<file path="config.mk">
export PLATFORM = sky130hd
export DESIGN_NAME = control_sequencer_flat
export DESIGN_NICKNAME = d
export VERILOG_FILES = /design/src/rtl/cpu_pkg.sv /design/src/rtl/control_sequencer_if.sv /design/src/rtl/opcode_decoder.sv /design/src/rtl/control_sequencer.sv /design/src/flat_wrapper.sv
export SDC_FILE = /design/constraint.sdc
export NUM_CORES = 1
export LEC_CHECK = 0
export BUFFER_PORTS_ARGS = -buffer_cell sky130_fd_sc_hd__buf_4
export CELL_PAD_IN_SITES_DETAIL_PLACEMENT = 1
export CELL_PAD_IN_SITES_GLOBAL_PLACEMENT = 2
export CORE_AREA = 2 2 76 78
export DETAILED_ROUTE_END_ITERATION = 7
export DIE_AREA = 0 0 78 80
export PLACE_DENSITY_LB_ADDON = 0.08
export SLEW_MARGIN = 20
export SYNTH_ARGS = -nofsm -noshare
export SYNTH_HDL_FRONTEND = slang
export SYNTH_HIERARCHICAL = 1
export SYNTH_SLANG_ARGS = --single-unit
export TNS_END_PERCENT = 20
</file>
<file path="constraint.sdc">
create_clock -name clock -period 2.45 [get_ports clock]
set_input_delay 0.1225 -clock clock [delete_from_list [all_inputs] [get_ports clock]]
set_output_delay 0.1225 -clock clock [all_outputs]
set_load 0.05 [all_outputs]
</file>
<file path="src/rtl/cpu_pkg.sv">
// cpu_pkg: shared types for the CPU control path.
//   ctrl_state_t   - sequencer state encoding (also shown on the state_poke debug port)
//   OP_*           - opcode constants; opcodes 0x8-0xF are undefined
//   ctrl_signals_t - bundle of the nine datapath control strobes
package cpu_pkg;

    localparam int unsigned INSTR_W  = 16;
    localparam int unsigned OPCODE_W = 4;
    localparam int unsigned WAIT_W   = 3;

    typedef enum logic [2:0] {
        ST_IDLE     = 3'd0,
        ST_FETCH    = 3'd1,
        ST_DECODE   = 3'd2,
        ST_EXEC     = 3'd3,
        ST_MEM_WAIT = 3'd4,
        ST_HALT     = 3'd5
    } ctrl_state_t;

    localparam logic [OPCODE_W-1:0] OP_ALU   = 4'h0;
    localparam logic [OPCODE_W-1:0] OP_LDI   = 4'h1;
    localparam logic [OPCODE_W-1:0] OP_LOAD  = 4'h2;
    localparam logic [OPCODE_W-1:0] OP_STORE = 4'h3;
    localparam logic [OPCODE_W-1:0] OP_JMP   = 4'h4;
    localparam logic [OPCODE_W-1:0] OP_JZ    = 4'h5;
    localparam logic [OPCODE_W-1:0] OP_INC   = 4'h6;
    localparam logic [OPCODE_W-1:0] OP_HALT  = 4'h7;

    typedef struct packed {
        logic fetch_instruction;
        logic reg_write;
        logic mem_to_reg;
        logic mem_write;
        logic alu_override_imm;
        logic alu_override_b;
        logic alu_set_flags;
        logic set_pc;
        logic pc_from_register;
    } ctrl_signals_t;

    // Opcodes with the top bit set have no defined meaning.
    function automatic logic is_illegal(input logic [OPCODE_W-1:0] op);
        return op[OPCODE_W-1];
    endfunction

endpackage

</file>
<file path="src/rtl/control_sequencer_if.sv">
// control_sequencer_if: datapath <-> control sequencer signal bundle.
//   master (datapath side): drives run, current_instruction, Z_in (and step
//                           when CTRL_SINGLE_STEP_EN is defined); reads strobes/status.
//   slave  (sequencer side): the reverse.
//   Strobes: fetch_instruction, reg_write, mem_to_reg, mem_write, alu_override_imm,
//            alu_override_b, alu_set_flags, set_pc, pc_from_register.
//   Status:  halted, illegal_op, state_poke[2:0], retired[CNT_W-1:0].
interface control_sequencer_if #(
    parameter int unsigned CNT_W = 16
);
    logic                run;
    logic [15:0]         current_instruction;
    logic                Z_in;
`ifdef CTRL_SINGLE_STEP_EN
    logic                step;
`endif
    logic                fetch_instruction;
    logic                reg_write;
    logic                mem_to_reg;
    logic                mem_write;
    logic                alu_override_imm;
    logic                alu_override_b;
    logic                alu_set_flags;
    logic                set_pc;
    logic                pc_from_register;
    logic                halted;
    logic                illegal_op;
    logic [2:0]          state_poke;
    logic [CNT_W-1:0]    retired;

    modport master (
        output run, current_instruction, Z_in,
`ifdef CTRL_SINGLE_STEP_EN
        output step,
`endif
        input  fetch_instruction, reg_write, mem_to_reg, mem_write,
               alu_override_imm, alu_override_b, alu_set_flags, set_pc,
               pc_from_register, halted, illegal_op, state_poke, retired
    );

    modport slave (
        input  run, current_instruction, Z_in,
`ifdef CTRL_SINGLE_STEP_EN
        input  step,
`endif
        output fetch_instruction, reg_write, mem_to_reg, mem_write,
               alu_override_imm, alu_override_b, alu_set_flags, set_pc,
               pc_from_register, halted, illegal_op, state_poke, retired
    );
endinterface

</file>
<file path="src/rtl/opcode_decoder.sv">
// opcode_decoder: combinational map from (state, opcode, Z, last-wait) to strobes.
//   state_i     - current sequencer state
//   opcode_i    - instruction bits [15:12]
//   z_i         - datapath zero flag
//   last_wait_i - 1 on the final cycle of FETCH or MEM_WAIT
//   ctrl_o      - the nine datapath strobes
module opcode_decoder
    import cpu_pkg::*;
(
    input  ctrl_state_t                state_i,
    input  logic [OPCODE_W-1:0]        opcode_i,
    input  logic                       z_i,
    input  logic                       last_wait_i,
    output ctrl_signals_t              ctrl_o
);

    always_comb begin
        ctrl_o = '0;
        unique case (state_i)
            ST_FETCH: begin
                ctrl_o.fetch_instruction = 1'b1;
                // PC advances on the same edge that the final capture happens.
                ctrl_o.set_pc            = last_wait_i;
            end
            ST_EXEC: begin
                unique case (opcode_i)
                    OP_ALU: begin
                        ctrl_o.reg_write     = 1'b1;
                        ctrl_o.alu_set_flags = 1'b1;
                    end
                    OP_LDI: begin
                        ctrl_o.reg_write        = 1'b1;
                        ctrl_o.alu_override_imm = 1'b1;
                    end
                    OP_STORE: ctrl_o.mem_write = 1'b1;
                    OP_JMP: begin
                        ctrl_o.set_pc           = 1'b1;
                        ctrl_o.pc_from_register = 1'b1;
                    end
                    OP_JZ: begin
                        ctrl_o.set_pc           = z_i;
                        ctrl_o.pc_from_register = 1'b1;
                    end
                    OP_INC: begin
                        ctrl_o.reg_write      = 1'b1;
                        ctrl_o.alu_override_b = 1'b1;
                        ctrl_o.alu_set_flags  = 1'b1;
                    end
                    default: ;
                endcase
            end
            ST_MEM_WAIT: begin
                ctrl_o.mem_to_reg = 1'b1;
                ctrl_o.reg_write  = last_wait_i;
            end
            default: ;
        endcase
    end

endmodule

</file>
<file path="src/rtl/control_sequencer.sv">
// control_sequencer: multi-cycle FSM sequencing the CPU datapath.
//   clock - rising-edge clock
//   reset - synchronous, active-high
//   bus   - control_sequencer_if.slave (run, instruction, Z in; strobes/status out)
// Parameters: MEM_LATENCY (1-7) read latency in cycles, CNT_W retired-counter width.
// Optional feature macro CTRL_SINGLE_STEP_EN: adds bus.step; the FSM parks in IDLE
// after every retirement and advances on a step rising edge (or run while step is high).
module control_sequencer
    import cpu_pkg::*;
#(
    parameter int unsigned MEM_LATENCY = 1,
    parameter int unsigned CNT_W       = 16
) (
    input  logic                 clock,
    input  logic                 reset,
    control_sequencer_if.slave   bus
);

    localparam logic [WAIT_W-1:0] FETCH_LAST = WAIT_W'(MEM_LATENCY);
    localparam logic [WAIT_W-1:0] MEMW_LAST  = WAIT_W'(MEM_LATENCY - 1);

    ctrl_state_t          state_q, state_d;
    logic [WAIT_W-1:0]    wait_q, wait_d;
    logic [CNT_W-1:0]     retired_q, retired_d;
    logic                 illegal_q, illegal_d;
    logic                 retire_c;
    logic                 last_wait_c;
    logic                 advance_c;
    ctrl_state_t          after_retire_c;
    logic [OPCODE_W-1:0]  opcode_c;
    ctrl_signals_t        ctrl_c;
    logic                 unused_operand_bits;

    assign opcode_c            = bus.current_instruction[15:12];
    assign unused_operand_bits = ^bus.current_instruction[11:0];

    // FETCH spans MEM_LATENCY+1 cycles, MEM_WAIT spans MEM_LATENCY cycles.
    assign last_wait_c = (state_q == ST_FETCH) ? (wait_q == FETCH_LAST)
                                               : (wait_q == MEMW_LAST);

`ifdef CTRL_SINGLE_STEP_EN
    logic step_q;

    // Registered edge detect on the step button.
    always_ff @(posedge clock) begin
        if (reset) step_q <= 1'b0;
        else       step_q <= bus.step;
    end

    assign advance_c      = (bus.step & ~step_q) | (bus.run & bus.step);
    assign after_retire_c = ST_IDLE;
`else
    assign advance_c      = bus.run;
    assign after_retire_c = ST_FETCH;
`endif

    // State, wait counter, retired counter and sticky illegal flag.
    always_ff @(posedge clock) begin
        if (reset) begin
            state_q   <= ST_IDLE;
            wait_q    <= '0;
            retired_q <= '0;
            illegal_q <= 1'b0;
        end else begin
            state_q   <= state_d;
            wait_q    <= wait_d;
            retired_q <= retired_d;
            illegal_q <= illegal_d;
        end
    end

    // Next-state logic.
    always_comb begin
        state_d   = state_q;
        wait_d    = wait_q;
        illegal_d = illegal_q;
        retire_c  = 1'b0;
        unique case (state_q)
            ST_IDLE: begin
                if (advance_c) begin
                    state_d = ST_FETCH;
                    wait_d  = '0;
                end
            end
            ST_FETCH: begin
                if (last_wait_c) begin
                    state_d = ST_DECODE;
                    wait_d  = '0;
                end else begin
                    wait_d  = WAIT_W'(wait_q + WAIT_W'(1));
                end
            end
            ST_DECODE: begin
                if (opcode_c == OP_HALT) begin
                    state_d = ST_HALT;
                end else if (is_illegal(opcode_c)) begin
                    // Undefined opcodes retire as a NOP.
                    illegal_d = 1'b1;
                    retire_c  = 1'b1;
                    state_d   = after_retire_c;
                    wait_d    = '0;
                end else begin
                    state_d = ST_EXEC;
                end
            end
            ST_EXEC: begin
                wait_d = '0;
                if (opcode_c == OP_LOAD) begin
                    state_d = ST_MEM_WAIT;
                end else begin
                    retire_c = 1'b1;
                    state_d  = after_retire_c;
                end
            end
            ST_MEM_WAIT: begin
                if (last_wait_c) begin
                    retire_c = 1'b1;
                    state_d  = after_retire_c;
                    wait_d   = '0;
                end else begin
                    wait_d   = WAIT_W'(wait_q + WAIT_W'(1));
                end
            end
            ST_HALT: state_d = ST_HALT;
            default: state_d = ST_IDLE;
        endcase
        retired_d = retire_c ? CNT_W'(retired_q + CNT_W'(1)) : retired_q;
    end

    opcode_decoder u_decoder (
        .state_i     (state_q),
        .opcode_i    (opcode_c),
        .z_i         (bus.Z_in),
        .last_wait_i (last_wait_c),
        .ctrl_o      (ctrl_c)
    );

    assign bus.fetch_instruction = ctrl_c.fetch_instruction;
    assign bus.reg_write         = ctrl_c.reg_write;
    assign bus.mem_to_reg        = ctrl_c.mem_to_reg;
    assign bus.mem_write         = ctrl_c.mem_write;
    assign bus.alu_override_imm  = ctrl_c.alu_override_imm;
    assign bus.alu_override_b    = ctrl_c.alu_override_b;
    assign bus.alu_set_flags     = ctrl_c.alu_set_flags;
    assign bus.set_pc            = ctrl_c.set_pc;
    assign bus.pc_from_register  = ctrl_c.pc_from_register;
    assign bus.halted            = (state_q == ST_HALT);
    assign bus.illegal_op        = illegal_q;
    assign bus.state_poke        = state_q;
    assign bus.retired           = retired_q;

endmodule

</file>
<file path="src/flat_wrapper.sv">
// flat-port wrapper written by rule: the top's interface ports become plain ports
module control_sequencer_flat import cpu_pkg::*;
#(
    parameter int unsigned MEM_LATENCY = 1,
    parameter int unsigned CNT_W       = 16
)
  (clock, reset, bus_run, bus_current_instruction, bus_Z_in, bus_fetch_instruction, bus_reg_write, bus_mem_to_reg, bus_mem_write, bus_alu_override_imm, bus_alu_override_b, bus_alu_set_flags, bus_set_pc, bus_pc_from_register, bus_halted, bus_illegal_op, bus_state_poke, bus_retired);
  control_sequencer_if #(.CNT_W(CNT_W)) bus_i ();
  input  logic clock;
  input  logic reset;
  input wire logic [$bits(bus_i.run)-1:0] bus_run;
  input wire logic [$bits(bus_i.current_instruction)-1:0] bus_current_instruction;
  input wire logic [$bits(bus_i.Z_in)-1:0] bus_Z_in;
  output wire logic [$bits(bus_i.fetch_instruction)-1:0] bus_fetch_instruction;
  output wire logic [$bits(bus_i.reg_write)-1:0] bus_reg_write;
  output wire logic [$bits(bus_i.mem_to_reg)-1:0] bus_mem_to_reg;
  output wire logic [$bits(bus_i.mem_write)-1:0] bus_mem_write;
  output wire logic [$bits(bus_i.alu_override_imm)-1:0] bus_alu_override_imm;
  output wire logic [$bits(bus_i.alu_override_b)-1:0] bus_alu_override_b;
  output wire logic [$bits(bus_i.alu_set_flags)-1:0] bus_alu_set_flags;
  output wire logic [$bits(bus_i.set_pc)-1:0] bus_set_pc;
  output wire logic [$bits(bus_i.pc_from_register)-1:0] bus_pc_from_register;
  output wire logic [$bits(bus_i.halted)-1:0] bus_halted;
  output wire logic [$bits(bus_i.illegal_op)-1:0] bus_illegal_op;
  output wire logic [$bits(bus_i.state_poke)-1:0] bus_state_poke;
  output wire logic [$bits(bus_i.retired)-1:0] bus_retired;
  assign bus_i.run = bus_run;
  assign bus_i.current_instruction = bus_current_instruction;
  assign bus_i.Z_in = bus_Z_in;
  assign bus_fetch_instruction = bus_i.fetch_instruction;
  assign bus_reg_write = bus_i.reg_write;
  assign bus_mem_to_reg = bus_i.mem_to_reg;
  assign bus_mem_write = bus_i.mem_write;
  assign bus_alu_override_imm = bus_i.alu_override_imm;
  assign bus_alu_override_b = bus_i.alu_override_b;
  assign bus_alu_set_flags = bus_i.alu_set_flags;
  assign bus_set_pc = bus_i.set_pc;
  assign bus_pc_from_register = bus_i.pc_from_register;
  assign bus_halted = bus_i.halted;
  assign bus_illegal_op = bus_i.illegal_op;
  assign bus_state_poke = bus_i.state_poke;
  assign bus_retired = bus_i.retired;
  control_sequencer #(.MEM_LATENCY(MEM_LATENCY), .CNT_W(CNT_W)) u_core (.clock(clock), .reset(reset), .bus(bus_i));
endmodule
</file>
=== Word-level counts from Yosys, hierarchy flattened ===
Cells that the tools add are included.

* Shift-type cells: 0
* $lt $le $gt $ge: 0
* Muxes and demuxes: 30
* Reductions and logical operators: 10
* Bitwise operators: 1
* Add/subtract/negate cells: 2
* Divide/modulo/power cells: 0
* Equal/unequal tests: 18
* Multiply operators: 0

{| class="wikitable"
|+ Operators by type and width
! cell !! count
|-
| 3-bit 2-to-1 mux || 9
|-
| 3-bit case mux with 6 select lines || 1
|-
| 16-bit by 1-bit adder with 16-bit output (second input constant) || 1
|-
| 4-bit by 3-bit equality test with 1-bit output (second input constant) || 4
|-
| 1-bit 2-to-1 mux || 13
|-
| 3-bit case mux with 4 select lines || 1
|-
| 2-bit != test (second input constant) || 5
|-
| 4-bit by 2-bit equality test with 1-bit output (second input constant) || 2
|-
| 3-bit by 1-bit equality test with 1-bit output (second input constant) || 2
|-
| 3-bit by 2-bit equality test with 1-bit output (second input constant) || 2
|-
| 3-bit equality test (second input constant) || 2
|-
| 3-bit logical NOT || 2
|-
| 3-bit AND reduction || 2
|-
| 4-bit by 1-bit equality test with 1-bit output (second input constant) || 1
|-
| 4-bit logical NOT || 1
|-
| 4-bit 2-to-1 mux || 1
|-
| 1-bit case mux with 2 select lines || 2
|-
| 2-bit case mux with 2 select lines || 1
|-
| 4-bit AND reduction || 1
|-
| 4-bit nonzero test || 1
|-
| 2-bit OR reduction || 2
|-
| 3-bit by 1-bit adder with 3-bit output (second input constant) || 1
|-
| 1-bit case mux with 3 select lines || 1
|-
| 3-bit OR reduction || 1
|-
| other kinds (2) || 2
|}

* Bits in latches: 0
* Output and inout port bits: 30
* Memories kept: 0
* Register bits: 23
* Input bits: 20
* ROM bits: 0
* Logic and storage cells: 65
* RAM bits: 0

=== Longest topological paths before layout ===
Gate-level depths: netlist of run 1.

* Depth in word-level cells: 4
* Depth in mapped cells: 8
* Mapped depth without buffers: 7

=== Cells and area by module ===
Netlist of run 1, hierarchy kept.

{| class="wikitable"
|+ By module, submodules not included
! module !! area an instance (um^2) !! instances !! cells each !! sequential area each (um^2)
|-
| control_sequencer || 1296.2 || 1 || 154 || 460.4
|-
| opcode_decoder || 113.9 || 1 || 15 || 0.0
|}

=== Least setup slack after synthesis of run 1 ===
No wires, ideal clock.

* Kind: register to output
* From: register u_core.state_q[2] (netlist: u_core/bus.state_poke[2])
* To: output port bus_reg_write
* Arrival: 2591 ps
* Required time: 2328 ps
* Stages on the path, launching flop included: 3
* Path slack: -264 ps
* Cells stage by stage: dfxtp_1 nor3b_1 a22o_1

* Longest elaborated chain between the ends: 3
* Elaborated cells between the ends (all ways): 5
* Those cells by class: eq/ne (3); mux (2)

{| class="wikitable"
|+ Ends and longest elaborated chain
! what !! RTL line !! source
|-
| from (decl) || control_sequencer.sv:22 || <nowiki>ctrl_state_t state_q, state_d;</nowiki>
|-
| from (signal assigned) || control_sequencer.sv:65 || <nowiki>state_q <= state_d;</nowiki>
|-
| 3-bit by 1-bit equality test with 1-bit output || control_sequencer.sv:38 || <nowiki>assign last_wait_c = (state_q == ST_FETCH) ? (wait_q == FETCH_LAST)</nowiki>
|-
| 1-bit 2-to-1 mux || control_sequencer.sv:38 ||
|-
| 1-bit case mux with 2 select lines (*) || opcode_decoder.sv:19 || <nowiki>unique case (state_i)</nowiki>
|-
| to (decl) || flat_wrapper.sv:15 || <nowiki>output wire logic [$bits(bus_i.reg_write)-1:0] bus_reg_write;</nowiki>
|}

Every way passes the cells marked *; elsewhere a longest branch is shown, timed or not.

=== Final worst setup path of run 1 ===
* From: register u_core.wait_q[0]
* To: register u_core.retired_q[1] (netlist: u_core/bus.retired[1])

* Longest elaborated chain between the ends: 4
* Elaborated cells between the ends (all ways): 5
* Those cells by class: eq/ne (1); mux (3); reduce/logical (1)

{| class="wikitable"
|+ Ends and longest elaborated chain
! what !! RTL line !! source
|-
| from (decl) || control_sequencer.sv:23 || <nowiki>logic [WAIT_W-1:0] wait_q, wait_d;</nowiki>
|-
| from (signal assigned) || control_sequencer.sv:66 || <nowiki>wait_q <= wait_d;</nowiki>
|-
| 3-bit by 1-bit equality test with 1-bit output / 3-bit logical NOT (equally long branches) || control_sequencer.sv:38, control_sequencer.sv:39 ||
|-
| 1-bit 2-to-1 mux (*) || control_sequencer.sv:38 ||
|-
| 1-bit 2-to-1 mux (*) || control_sequencer.sv:116 || <nowiki>if (last_wait_c) begin</nowiki>
|-
| 1-bit case mux with 3 select lines (*) || control_sequencer.sv:78 || <nowiki>unique case (state_q)</nowiki>
|-
| to (signal assigned) || control_sequencer.sv:67 || <nowiki>retired_q <= retired_d;</nowiki>
|-
| to (decl) || control_sequencer.sv:24 || <nowiki>logic [CNT_W-1:0] retired_q, retired_d;</nowiki>
|}

Marks and branches as above.
A chain may end at the register's enable or synchronous reset.

==> results of run 1 <==
sequential cells by signal (all words and copies together) (netlist names):
name	cells
u_core/bus.illegal_op	1
u_core/bus.retired	16
u_core/wait_q	3
u_core/bus.state_poke	3
worst paths after layout:
kind | to | cells after the start | slack [ps]
worst max-delay path | u_core/bus.retired[1] | 8 | 350
worst max register to register | u_core/bus.retired[1] | 8 | 350
worst min register to register | u_core/bus.illegal_op | 2 | 500
worst min-delay path | u_core/bus.illegal_op | 3 | 180
synth_stat cells, types with 3 or more instances:
| master | instances |
|---|---|
| a2111oi_0 | 5 |
| a211oi_1 | 4 |
| a21oi_1 | 11 |
| clkbuf_1 | 3 |
| dfxtp_1 | 23 |
| ha_1 | 4 |
| inv_1 | 8 |
| mux2i_1 | 4 |
| nand2_1 | 6 |
| nand2b_1 | 3 |
| nand3_1 | 7 |
| nand3b_1 | 4 |
| nor2_1 | 21 |
| nor3_1 | 3 |
| o21ai_0 | 7 |
| or3_1 | 6 |
| xnor2_1 | 6 |
where the power goes:
group	internal (mW)	total, mW	switching [mW]
Sequential	0.379	0.388	0.00900
Combinational	0.0508	0.141	0.0900
Clock	0.116	0.247	0.131
Total	0.546	0.776	0.230
metal layers:
layer / share of wire (%) / routed length [microns] / vias up / GRT usage (%)
li1: - / - / 705 / -
met1: 46 / 1980 / 684 / 18.0
met2: 51 / 2190 / 18 / 26.7
met3: 2.0 / 85 / 2 / 1.92
met4: 0.30 / 13 / 0 / 3.16
met5: 0 / 0 / - / 0
layout by cell type (no fill, tap or decap), types with 5 or more instances in the layout:
master	n
a2111oi_0	5
a21oi_1	11
buf_4	43
dfxtp_1	23
inv_1	8
nand2_1	6
nand3_1	7
nor2_1	21
o21ai_0	7
or3_1	6
xnor2_1	6
critical path, stage by stage (launching register included):
cell	delay (ps)
dfxtp_1	410
inv_1	60
ha_1	220
and4bb_2	240
o21ai_2	310
and2_1	330
buf_4	200
mux2i_1	180
nor2_1	50
metrics by stage:
stage          hold WS (ps)  power, mW
3_3_place_gp            442      0.536
6_report                176      0.776
2_1_floorplan           195      0.488
3_5_place_dp            459      0.540
4_1_cts                 171      0.796
5_1_grt                 197      0.827
cells by family (layout without fill, tap and decap cells):
group	Yosys count	in the layout	synth area share, %
AO/OA/AOI/OAI	43	43	20.5
XOR/XNOR	7	7	4.35
adder cells (fa/ha/maj)	4	4	3.55
buffers and inverters	14	55	4.44
flip-flops	23	23	32.7
multiplexers	4	4	2.84
AND/OR/NAND/NOR	74	74	31.7
final cells by class:
class	instances	area (sq um)
fillers	671	3560
repair buffers	43	323
well taps	72	90.1
multi-input cells	132	892
clock buffers	4	45.0
inverters	8	30.0
flip-flops and latches	23	460
==> run_results.csv, run 1 <==
group,metric,value,unit
routing,vias,1409,
clock_network,cts-root-buf,"clkbuf_8",
synthesis,synth_area_leader_cell,"dfxtp_1",
sta,timing.slew.headroom,60.1,%
worst_setup_path,crit_start,"u_core/wait_q[0]",
synthesis,yosys-top-cells-area,"dfxtp_1 (33%), nor2_1 (5.6%), a21oi_1 (3.9%), xnor2_1 (3.7%), ha_1 (3.5%)",
power,powerDensity,422,mW/mm^2
die,dieHeight,80,microns
status,status,"finished clean",
synthesis,synth-seq-cells,23,
sta,hold_viol,0,
routing,drc,0,
placement,numPortBuffers,37,
sta,rsz0062_at_grt,"false",
run,drv_cap,0,
power,irDropWorstVdd,0.137,mV
routing,vias_per_cell,5.00,
final_layout,fin_cells,282,
synthesis,ys_seq_area_share,32.7,%
sta,drv_slew,0,
sta,worst_slack,345,ps
synthesis,synth-edff-count,0,
clock_network,insertion_delay,270,ps
clock_network,cts_buffer_depth,2,
grt,grt_max_degree,25,
sta,final.setup_skew,5.23,ps
die,dieArea,0.00624,sq mm
clock_network,numCtsBuffers,3,
die,start_util,26.1,%
sta,setup_viol,0,
min_path,hp-start,"bus_current_instruction[15]",
placement,gp_congestion,0.743,
routing,wl,4.27,mm
synthesis,yosysWarningCount,6,
synthesis,synthArstFlopShare,0,%
min_path,worstHoldPathType,"primary input to flip-flop",
final_layout,antenna_cells,0,
routing,drt-initial-drc-count,44,
sta,tns,0,ps
synthesis,yosys_most_used_dff,"dfxtp_1",
sta,max_freq,0.475,GHz
routing,drt.antenna.violating_nets,0,
worst_setup_path,endpoint_kind,"flip-flop",
power,p_leak,0.679,nW
grt,gr-total-overflow,0,
grt,track_usage,14.5,%
final_layout,post-route-util,34.1,%
worst_setup_path,critPathMaxFanout,8,
clock_network,cts_tree,"built",
sta,worst_pin_slew,583,ps
placement,dpl.hpwl,3.14,mm
synthesis,synth_cell_type_count,47,
clock_network,cts_hold_buf,0,
worst_setup_path,startpoint_type,"flip-flop",
worst_setup_path,r2r_start,"u_core/wait_q[0]",
grt,grt_pass1_wl,7.42,mm
clock_network,cts_resized,0,
placement,dp.cells,278,
synthesis,syn_area,0.00141,sq mm
worst_setup_path,critPathKind,"flip-flop to flip-flop",
worst_setup_path,critPathRequiredTime,2610,ps
grt,grt_pass1_vias,1531,
clock_network,path_clk_slew,90,ps
routing,wl_per_cell,15.1,microns
final_layout,fin_area,0.00184,sq mm
synthesis,synth_nets,193,
clock_network,cts_max_level,1,
clock_network,clock_sinks,23,
synthesis,yosys.area.top_type_share,32.7,%
sta,period_minus_slack,2100,ps
die,ioPinCount,50,
die,die_w,78,microns
placement,place_area,0.00180,sq mm
final_layout,layout.nets,235,
final_layout,syn_to_final_growth,30.5,%
die,coreArea,0.00541,sq mm
placement,pre_cts_ws,366,ps
final_layout,drive_above_1_share,25.7,%
die,rows,27,
synthesis,syn_inst,169,
routing,first_pass_iters,4,
sta,finalCritPeriodShare,85.9,%
worst_setup_path,crit_arrival,2260,ps
grt,antenna_found_initial,0,
synthesis,avgSynthCellArea,8.34,sq um
clock_network,post_cts_buffers,0,
No activity file was read; power rests on OpenSTA's default activity.
==> inputs of run 2 (changes only) <==
ABC_AREA = 1   (was unset)
CORE_AREA = 2 2 83 85   (was 2 2 76 78)
DIE_AREA = 0 0 85 87   (was 0 0 78 80)
REMOVE_ABC_BUFFERS = 1   (was unset)
==> run_results.csv, run 2 <==
group,metric,value,unit
status,status,"finished clean",
power,powerDensity,544,mW/mm^2
sta,tns,0,ps
clock_network,cts_tree,"built",
synthesis,yosysWarningCount,6,
die,dieArea,0.00740,sq mm
die,dieHeight,87,microns
power,power_frac_comb,39.3,%
run,drv_cap,0,
routing,drc,0,
die,start_util,26.0,%
final_layout,largest_reg_flops,16,
synthesis,ys_seq_area_share,26.9,%
placement,pre_cts_ws,713,ps
routing,wl,4.84,mm
grt,grt_pass1_wl,8.15,mm
sta,worst_pin_slew,373,ps
final_layout,fin_area,0.00209,sq mm
final_layout,syn_to_final_growth,22.3,%
die,ioPinCount,50,
die,rows,30,
final_layout,final_cell_mix,"nand2_1 (68), buf_4 (37), inv_1 (33)",
power,sw_frac_of_total,43.8,%
clock_network,cts-root-buf,"clkbuf_8",
die,coreArea,0.00657,sq mm
clock_network,cts_hold_buf,0,
final_layout,final_common_cell,"nand2_1",
power,seqPwrFrac,38.6,%
synthesis,yosys.area.top_type_share,26.9,%
final_layout,drive_above_1_share,27.2,%
synthesis,yosysMostFrequentCell,"nand2_1",
sta,finalCritPeriodShare,75.9,%
power,p_sw,0.499,mW
clock_network,numCtsBuffers,3,
placement,gp_congestion,0.718,
worst_setup_path,r2r_slack,760,ps
sta,period_minus_slack,1860,ps
synthesis,synth-edff-count,0,
final_layout,antenna_cells,0,
power,fin_total_pwr,1.14,mW
routing,drt-initial-drc-count,71,
sta,rsz0062_at_grt,"false",
worst_setup_path,path_cells,"inv_2, nand3_2, inv_2, nand2_2, nand2_1, inv_1, inv_1, nor2_1, nor2_1, nand2_1, buf_4",
clock_network,cts_max_level,1,
clock_network,post_cts_buffers,0,
worst_setup_path,cp_top_family,"buffers and inverters",
synthesis,synth_area_leader_cell,"dfxtp_1",
min_path,worstHoldPathType,"primary input to flip-flop",
grt,track_usage,13.8,%
clock_network,clock_sinks,23,
worst_setup_path,crit_arrival,1740,ps
sta,max_freq,0.538,GHz
routing,vias,1708,
sta,holdWs,206,ps
placement,numPortBuffers,37,
worst_setup_path,max_stage_delay,480,ps
final_layout,layout.nets,326,
final_layout,multi_input_area,0.00106,sq mm
power,irDropWorstVdd,0.262,mV
sta,drv_slew,0,
synthesis,synth_cell_type_count,28,
worst_setup_path,startpoint_type,"flip-flop",
clock_network,insertion_delay,270,ps
sta,timing.slew.headroom,75.1,%
clock_network,path_clk_slew,90,ps
routing,first_pass_iters,4,
synthesis,synthArstFlopShare,0,%
sta,hold_viol,0,
placement,dpl.hpwl,3.66,mm
routing,wl_per_cell,12.7,microns
synthesis,yosys_most_used_dff,"dfxtp_1",
synthesis,synth_common_cells,"nand2_1 (68), inv_1 (33), nor2_1 (31)",
power,power_frac_clock,22.1,%
synthesis,avgSynthCellArea,6.45,sq um
worst_setup_path,critPathRequiredTime,2330,ps
grt,antenna_found_initial,0,
sta,worst_slack,591,ps
synthesis,syn_inst,265,
power,p_leak,0.889,nW
synthesis,synth-seq-cells,23,
worst_setup_path,critPathMaxFanout,8,
grt,grt_max_degree,21,
worst_setup_path,slowest_stage,"dfxtp_1",
worst_setup_path,critPathKind,"flip-flop to primary output",
die,die_w,85,microns
routing,drt.antenna.violating_nets,0,
grt,grt_pass1_vias,1662,
grt,gr-total-overflow,0,
clock_network,cts_resized,0,
sta,final.setup_skew,3.86,ps
worst_setup_path,worst-path-buf-inv,5,
power,intPower,0.639,mW
final_layout,seqCellArea,460,sq um
worst_setup_path,endpoint_kind,"primary output",
clock_network,cts_buffer_depth,2,
synthesis,yosys-top-cells-area,"dfxtp_1 (27%), nand2_1 (15%), nand3_1 (7.3%), inv_1 (7.2%), nor2_1 (6.8%)",
synthesis,syn_area,0.00171,sq mm
sta,setup_viol,0,
final_layout,fillers,880,
routing,vias_per_cell,4.48,
placement,place_area,0.00205,sq mm
-- run 2: changes by cell type after synthesis, moves of 4 or more --
| cell | before | now |
|---|---|---|
| nand4_1 | 2 | 6 |
| inv_1 | 8 | 33 |
| nand2_1 | 6 | 68 |
| inv_2 | 0 | 4 |
| nor2_2 | 0 | 5 |
| nand3_1 | 7 | 25 |
| o21ai_0 | 7 | 3 |
| or3_1 | 6 | 0 |
| nor2_1 | 21 | 31 |
| nand2_2 | 0 | 14 |
| a2111oi_0 | 5 | 0 |
| a211oi_1 | 4 | 0 |
| mux2i_1 | 4 | 0 |
| a21oi_2 | 0 | 10 |
-- run 2: tightest hold or removal path, delay by kind of cell --
family / cells / cell delay (ps)
and+or+nand+nor: 1 / 110
AOI/OAI and AO/OA: 1 / 70
buffers and inverters: 1 / 140
-- run 2: per-layer routing --
layer	vias up	global-route usage (%)	wire, microns
li1	916	-	-
met1	765	19.6	2600
met2	23	21.9	2050
met3	4	2.65	164
met4	0	2.16	31
met5	-	0	0
-- run 2: layout make-up --
class / count / share of cell area [%]
Multi-Input combinational cell: 199 / 50.8
Sequential cell: 23 / 22.0
Clock buffer: 3 / 1.97
Clock inverter: 1 / 0.239
Inverter: 38 / 6.94
Timing Repair Buffer: 37 / 13.3
Tap cell: 80 / 4.78
-- run 2: path summary, 6_finish.rpt --
path | start | end | cells after the start
worst min-delay path | bus_current_instruction[15] | u_core/bus.illegal_op | 3
worst max-delay path | u_core/bus.state_poke[2] | bus_reg_write | 11
worst min register to register | u_core/bus.illegal_op | u_core/bus.illegal_op | 2
worst max register to register | u_core/bus.state_poke[2] | u_core/bus.retired[1] | 9
-- run 2: kinds of logic (layout without fill, tap and decap cells) --
kind of cell / after synthesis / in the layout / share of synthesized area [%]
DFF: 23 / 23 / 26.9
xor gates and xnor gates: 8 / 8 / 4.10
AOI/OAI and AO/OA: 28 / 28 / 10.9
and+or+nand+nor: 159 / 159 / 44.2
adders and majority gates: 4 / 4 / 2.93
buffers and inverters: 43 / 79 / 11.0
-- run 2: power by group through the flow --
stage          Sequential [mW]  Clock, mW  Combinational [mW]
6_report                 0.439      0.252               0.447
3_5_place_dp             0.451          0               0.456
3_3_place_gp             0.450          0               0.454
5_1_grt                  0.445      0.277               0.500
2_1_floorplan            0.496          0               0.276
4_1_cts                  0.442      0.270               0.457
-- run 2: stage by stage --
stage	utilization, %	cells
floorplan	-	260
global placement	31.1	377
detailed placement	31.1	377
CTS	31.8	381
global route	31.8	381
finish	31.8	381
==> inputs of run 3 (changes only) <==
CORE_AREA = 2 2 88 90   (was 2 2 83 85)
DIE_AREA = 0 0 90 92   (was 0 0 85 87)
clock period = 1.5 ns   (was 2.45 ns; I/O delays follow)
==> run_results.csv, run 3 (synthesis gave the netlist of run 2 again) <==
group,metric,value,unit
status,status,"complete, but fails checks",
status,violations,"setup timing",
min_path,worstHoldPathType,"primary input to flip-flop",
die,die_w,90,microns
grt,grt_max_degree,17,
grt,grt_pass1_vias,1839,
power,irDropWorstVdd,0.423,mV
worst_setup_path,rr_worst_depth,10,
grt,globalRouteMet1Util,19.3,%
worst_setup_path,slowest_stage,"dfxtp_4",
sta,final.setup_skew,14.2,ps
worst_setup_path,startpoint_type,"flip-flop",
clock_network,cts_buffer_depth,2,
clock_network,clock_sinks,23,
clock_network,path_clk_slew,110,ps
die,dieArea,0.00828,sq mm
die,ioPinCount,50,
sta,worst_pin_slew,297,ps
final_layout,post-route-util,34.8,%
grt,gr-total-overflow,0,
final_layout,final_cell_mix,"buf_4 (63), nand2_1 (63), inv_1 (27), nor2_1 (27), dfxtp_1 (18)",
worst_setup_path,critPathKind,"flip-flop to primary output",
grt,track_usage,13.6,%
clock_network,insertion_delay,280,ps
routing,vias,1864,
routing,wl,5.65,mm
sta,rsz0062_at_grt,"true",
die,rows,32,
worst_setup_path,critPathRequiredTime,1420,ps
grt,grt_pass1_wl,9.20,mm
placement,pre_cts_ws,20.8,ps
worst_setup_path,endpoint_kind,"primary output",
sta,hold_viol,0,
routing,vias_per_cell,4.29,
routing,wl_per_cell,13.0,microns
worst_setup_path,r2r-end,"u_core/bus.retired[6]",
clock_network,cts-root-buf,"clkbuf_8",
die,start_util,23.0,%
routing,drt-initial-drc-count,35,
final_layout,syn_to_final_growth,51.4,%
worst_setup_path,cp_top_family,"flip-flops",
sta,period_minus_slack,1550,ps
clock_network,cts_max_level,1,
min_path,hp-start,"reset",
grt,grt.met2_usage,21.9,%
final_layout,drive_above_1_share,45.0,%
run,drv_cap,0,
routing,drt.antenna.violating_nets,0,
worst_setup_path,r2r_start,"u_core/wait_q[1]",
sta,max_freq,0.644,GHz
sta,finalCritPeriodShare,103,%
grt,grt-busiest-layer,"met2",
worst_setup_path,r2r_slack,-40,ps
sta,drv_slew,0,
routing,drc,0,
placement,dpl.hpwl,4.25,mm
sta,tns,-158,ps
placement,numPortBuffers,37,
worst_setup_path,worst-path-buf-inv,4,
power,p_leak,1.09,nW
grt,grt_util_met3,2.96,%
worst_setup_path,path_cells,"inv_4, ha_4, nand2_4, nand2_4, nand2_4, inv_4, inv_2, nor2_2, nor2_1, nand2_1, buf_6",
routing,first_pass_iters,4,
die,coreArea,0.00745,sq mm
clock_network,cts_hold_buf,0,
worst_setup_path,crit_start,"u_core/wait_q[0]",
worst_setup_path,critPathMaxFanout,3,
clock_network,cts_tree,"built",
clock_network,numCtsBuffers,3,
power,powerDensity,885,mW/mm^2
min_path,min_delay_path_depth,2,
worst_setup_path,max_stage_delay,390,ps
grt,antenna_found_initial,0,
placement,gp_congestion,0.723,
final_layout,antenna_cells,0,
die,dieHeight,92,microns
min_path,min_delay_worst_endpoint,"u_core/bus.retired[9]",
worst_setup_path,crit_arrival,1480,ps
sta,timing.slew.headroom,80.2,%
worst_setup_path,worst_path_most_repeated_cell,"nand2_4",
sta,worst_slack,-52.5,ps
sta,setup_viol,5,
final_layout,largest_reg_flops,16,
final_layout,layout.nets,358,
==> run 3: cell count changes in the layout (fill, tap and decap cells not counted), sizes merged <==
cell | previous run | this run
clkinvlp | 0 | 1
clkinv | 1 | 0
buf | 37 | 68
clkbuf | 3 | 4
==> run 3: metrics by stage <==
stage	power (mW)	hold slack (ps)	cell area (sq um)	instances
floorplan	1.26	137	1670	260
global placement	1.57	388	2260	422
detailed placement	1.58	389	2260	422
CTS	2.19	76.7	2420	432
global route	2.45	96.1	2590	435
finish	2.29	87.1	2590	435
==> run 3: layout make-up <==
class                      count  area [sq um]
fill                         960          4860
multi-input combinational    199          1220
timing repair buffer          69           563
sequential                    23           474
inverter                      38           153
tap                          102           128
clock buffer                   3          41.3
clock inverter                 1          7.51
==> run 3: worst max-delay path by stage <==
| stage | endpoint | slack, ps | cells after the start |
|---|---|---|---|
| after global routing | bus_reg_write | -130 | 11 |
| after CTS | bus_reg_write | -50 | 11 |
| after detailed placement | bus_reg_write | 20 | 11 |
| after global placement | bus_reg_write | 50 | 11 |
| after floorplan | bus_set_pc | -1050 | 4 |
| final | bus_reg_write | -50 | 11 |
==> run 3: repair_timing <==
action / 4_1_cts / 5_1_grt
cloned: 0 / 1
pin swaps: 8 / 20
endpoints found under the setup margin: 9 / 23
gates resized for setup: 25 / 32
buffers inserted: 6 / 2
==> run 3: report_power, final <==
part           total (mW)  internal [mW]  leakage [nW]  switching, mW
registers           0.716          0.663         0.189         0.0524
clock network       0.430          0.189        0.0217          0.241
logic                1.15          0.444         0.877          0.704
==> run 3: layer usage <==
metal	part of all wire (%)	vias up	wire, microns
met1	51	873	2870
met4	0.41	0	23
met2	46	18	2610
li1	-	971	-
met5	0	-	0
met3	2.4	2	138
==> run 3: worst register-to-register path, cell delays in order, from the launching register on <==
cell	delay, ps
dfxtp_2	360
inv_4	50
ha_4	150
nand2_2	70
nand2_4	70
buf_6	110
buf_4	130
nand3_4	120
clkbuf_16	190
nand3_2	80
a21oi_2	130
